--- src/rtl/pwm_multi_ch.sv ---
// N-channel PWM / RC-servo generator: shared prescaler and frame counter, double-buffered
// duty registers and mode, both committed only at a frame boundary so outputs never glitch.
module pwm_multi_ch #(
  parameter int unsigned CHANNELS    = 3,
  parameter int unsigned WIDTH       = 8,
  parameter int unsigned DIV_PWM     = 41,
  parameter int unsigned DIV_SERVO   = 781,
  parameter int unsigned SERVO_BASE  = 13,
  parameter int unsigned SERVO_SHIFT = 4,
  parameter int unsigned CH_W        = 2
) (
  input  logic                clk,
  input  logic                rst_i,
  input  logic                ena,
  input  logic                mode_i,
  input  logic                wr_en,
  input  logic [CH_W-1:0]     wr_ch,
  input  logic [WIDTH-1:0]    wr_duty,
  output logic [CHANNELS-1:0] pwm_o,
  output logic                frame_o,
  output logic                mode_o
);

  localparam int unsigned DIV_MAX = (DIV_PWM > DIV_SERVO) ? DIV_PWM : DIV_SERVO;
  localparam int unsigned PRE_W   = (DIV_MAX > 1) ? $clog2(DIV_MAX) : 1;
  localparam int unsigned THR_W   = WIDTH + 1;

  logic [PRE_W-1:0]    pre_q, pre_d;
  logic [WIDTH-1:0]    cnt_q, cnt_d;
  logic [WIDTH-1:0]    shadow_q [CHANNELS];
  logic [WIDTH-1:0]    shadow_d [CHANNELS];
  logic [WIDTH-1:0]    active_q [CHANNELS];
  logic [WIDTH-1:0]    active_d [CHANNELS];
  logic                mode_q, mode_d;
  logic [CHANNELS-1:0] pwm_q, pwm_d;
  logic                frame_q, frame_d;

  logic [PRE_W-1:0]    div_last;
  logic                tick;
  logic                fb;
  logic [THR_W-1:0]    thr [CHANNELS];

  // Timebase: prescaler divides clk into ticks, frame counter wraps naturally.
  always_comb begin
    div_last = mode_q ? PRE_W'(DIV_SERVO - 1) : PRE_W'(DIV_PWM - 1);
    tick     = ena && (pre_q == div_last);
    fb       = tick && (cnt_q == {WIDTH{1'b1}});

    pre_d = pre_q;
    if (tick) begin
      pre_d = '0;
    end else if (ena) begin
      pre_d = pre_q + PRE_W'(1);
    end
    cnt_d   = tick ? cnt_q + WIDTH'(1) : cnt_q;
    mode_d  = fb ? mode_i : mode_q;
    frame_d = fb;
  end

  // Duty buffers: active copies the pre-write shadow on fb, so a coincident write lands a frame later.
  always_comb begin
    for (int i = 0; i < int'(CHANNELS); i++) begin
      active_d[i] = fb ? shadow_q[i] : active_q[i];
      shadow_d[i] = shadow_q[i];
      if (wr_en && (wr_ch == CH_W'(i))) begin
        shadow_d[i] = wr_duty;
      end
    end
  end

  // Per-channel compare in WIDTH+1 bits so the servo threshold cannot overflow.
  always_comb begin
    for (int i = 0; i < int'(CHANNELS); i++) begin
      thr[i]   = mode_q ? (THR_W'(SERVO_BASE) + THR_W'(active_q[i] >> SERVO_SHIFT))
                        : {1'b0, active_q[i]};
      pwm_d[i] = ena && ({1'b0, cnt_q} < thr[i]);
    end
  end

  always_ff @(posedge clk) begin
    if (rst_i) begin
      pre_q   <= '0;
      cnt_q   <= '0;
      mode_q  <= 1'b0;
      pwm_q   <= '0;
      frame_q <= 1'b0;
      for (int i = 0; i < int'(CHANNELS); i++) begin
        shadow_q[i] <= '0;
        active_q[i] <= '0;
      end
    end else begin
      pre_q   <= pre_d;
      cnt_q   <= cnt_d;
      mode_q  <= mode_d;
      pwm_q   <= pwm_d;
      frame_q <= frame_d;
      for (int i = 0; i < int'(CHANNELS); i++) begin
        shadow_q[i] <= shadow_d[i];
        active_q[i] <= active_d[i];
      end
    end
  end

  assign pwm_o   = pwm_q;
  assign frame_o = frame_q;
  assign mode_o  = mode_q;

endmodule
--- config.mk ---
export PLATFORM = sky130hd
export DESIGN_NAME = pwm_multi_ch
export DESIGN_NICKNAME = d
export VERILOG_FILES = /design/src/rtl/pwm_multi_ch.sv
export SDC_FILE = /design/constraint.sdc
export NUM_CORES = 1
export LEC_CHECK = 0
export BUFFER_PORTS_ARGS = -buffer_cell sky130_fd_sc_hd__buf_2
export CORE_MARGIN = 2
export CORE_UTILIZATION = 56
export DETAILED_ROUTE_END_ITERATION = 6
export GPL_ROUTABILITY_DRIVEN = 1
export PLACE_DENSITY_LB_ADDON = 0.2
export SYNTH_ARGS = -nofsm -noshare
export SYNTH_HDL_FRONTEND = slang
export SYNTH_SLANG_ARGS = --single-unit
--- constraint.sdc ---
create_clock -name clk -period 5.5 [get_ports clk]
set_clock_uncertainty 0.15 [all_clocks]
set_input_delay 0.55 -clock clk [delete_from_list [all_inputs] [get_ports clk]]
set_output_delay 0.55 -clock clk [all_outputs]
set_load 0.01 [all_outputs]
==> metrics.cfg <==
[route]
drt-wirelength-per-cell_um = 15.88
post_drt_via_cell_ratio = 5.980
first_pass_iters = 4
drtIter0Drc = 168
num_vias = 2960
drtAntennaViolNets = 0
drt-total-wl_mm = 7.859
drc = 0

[outcome]
status = completed

[critical_path]
slowest_delay_ns = 0.70
crit_path_cell_trace = or4b_4 > mux2_4 > or4_1 > a21oi_1
critPathLaunchType = flop
crit_buf_inv = 0
cp.arrival_ns = 2.87
timing.critical_path.required_ns = 5.64
crit_type = reg -> reg
slowest_stage = or4b_4
endpoint_kind = flop
path_delay_family = simple AND/OR/NAND/NOR gates
worstPathMaxFanout = 41

[global_routing]
grt.total_usage = 0.2377
grt_first_pass_wirelength_mm = 13.58
grt_max_degree = 61
antenna_found_initial = 0
first_global_vias = 2793
overflow = 0

[floorplan]
core_um2 = 6314
dieArea_um2 = 7134
io_pins = 20
die_x_um = 84.47
die_h_um = 84.47
initial_utilization = 0.5743
std_cell_rows = 29

[timing]
tightest_slew_ns = 1.098
max_freq_mhz = 365.6
min_period_over_period = 0.4973
maxSlewViolCount = 0
slew_headroom = 0.2670
min_period_ns = 2.735
tns_ns = 0
rsz0062_at_grt = no
setup_violations = 0
hold_viol = 0

[cts]
cts_buffer_depth = 2
htree_levels = 3
clk-insertion-delay-late_ns = 0.36
post_cts_buffers = 0
cts.sinks = 71
cts_tree = yes
clkSlewWorstSetupHoldPaths_ns = 0.08
cts-resized-gates = 0
numCtsBuffers = 9
cts-root-buf = clkbuf_8
hold_buffers = 0

[synth]
ys_ff_latch = 71
yosysTopAreaCellShare = 0.3920
syn_area_um2 = 3626
syn_area_per_cell_um2 = 8.865
synth_edf_count = 0
synth-warning-count = 0
syn_inst = 409
synth_cell_types = 34
synth_top_area_cell = dfxtp_1
ys_seq_area_frac = 0.3920
ys.flop_type = dfxtp_1
yosys-top-cells-area = dfxtp_1, ha_1, mux2i_1
ys_async_sr_fraction = 0
synth_fp_nets = 451

[layout]
final_util = 0.6296
antenna_cells = 0
n_fill_cell = 582
syn_to_final_growth_pct = 9.627
layout_common_cells = dfxtp_1, a21oi_1, nor2_1
nets = 455
layout_commonest_cell = dfxtp_1
drive_gt1_frac = 0.1100

[pwr]
totalPowerFinal_mw = 1.096
p_leak_nw = 1.534
p_per_area_nw_per_um2 = 275.6
ir_drop_uv = 193.2

[job]
max_cap_violations = 0

[placement]
io_buffers = 19
post-dp-hpwl_mm = 5.290
place_congestion = 0.8262

[worst_hold_path]
hp-class = in -> reg

## cell families after synthesis
| group | count (synthesis) | share of synthesized area |
|---|---|---|
| AO/OA/AOI/OAI | 97 | 0.1515 |
| XOR/XNOR | 15 | 0.03623 |
| adder cells (fa/ha/maj) | 27 | 0.09317 |
| buffers and inverters | 33 | 0.03899 |
| flip-flops | 71 | 0.3920 |
| multiplexers | 33 | 0.09248 |
| AND/OR/NAND/NOR | 133 | 0.1956 |
## stage by stage
step,setup slack [ns],instances,cell area (um^2),hold slack [ns]
2_1_floorplan,3.092,409,3626,0.2958
3_3_place_gp,2.857,479,3721,0.3136
3_5_place_dp,2.806,479,3721,0.3154
4_1_cts,2.772,495,3975,0.2974
5_1_grt,2.595,495,3975,0.3097
6_report,2.765,495,3975,0.3024
## path summary, 6_finish.rpt
kind / slack (ns) / startpoint / cells after the start / to
worst max register to register: 2.76 / mode_o / 4 / cnt_q[4]
worst min-delay path: 0.30 / mode_i / 3 / mode_o
worst max-delay path: 2.76 / mode_o / 4 / cnt_q[4]
worst min register to register: 0.33 / active_q[0][17] / 2 / active_q[0][17]
## tightest hold or removal path: stages
cell     delay [ns]
buf_2          0.09
nand4_1        0.06
a21oi_1        0.06
## report_power, final
group / switching (mW) / total (mW) / leakage [nW] / internal, mW
combinational: 0.0231 / 0.0390 / 0.833 / 0.0158
sequential: 0.00605 / 0.527 / 0.574 / 0.521
clock: 0.213 / 0.529 / 0.127 / 0.317
total: 0.242 / 1.10 / 1.53 / 0.854
## cell usage after synthesis (all sizes together) (7+ instances only)
cell,count
nand4,29
a21oi,40
nand3,11
xnor2,11
nand2,14
a211oi,8
ha,27
dfxtp,71
mux2i,32
clkbuf,24
or4,7
nand2b,12
o21ai,33
nor2,39
## layout make-up
| cell class | instances | area, um^2 | area share |
|---|---|---|---|
| clock buffer | 10 | 137.6 | 0.03462 |
| clock inverter | 6 | 116.4 | 0.02927 |
| inverter | 3 | 11.26 | 0.002833 |
| multi-input combinational | 305 | 2067 | 0.5200 |
| sequential | 71 | 1421 | 0.3576 |
| tap | 77 | 96.34 | 0.02424 |
| timing repair buffer | 23 | 125.1 | 0.03148 |
## per-layer routing
layer / up-vias / wire [um] / global-route usage
li1: 1501 / - / -
met4: 0 / 218 / 0.1212
met1: 1377 / 3876 / 0.3220
met2: 63 / 3510 / 0.3672
met5: - / 0 / 0
met3: 19 / 253 / 0.03933
## registers in the layout, summed over array words and instances (netlist names)
name and cells:
mode_o 1, active_q 24, shadow_q 24, pre_q 10, pwm_o 3, frame_o 1
cnt_q 8
Note: power is estimated with default switching activity, not from simulation.
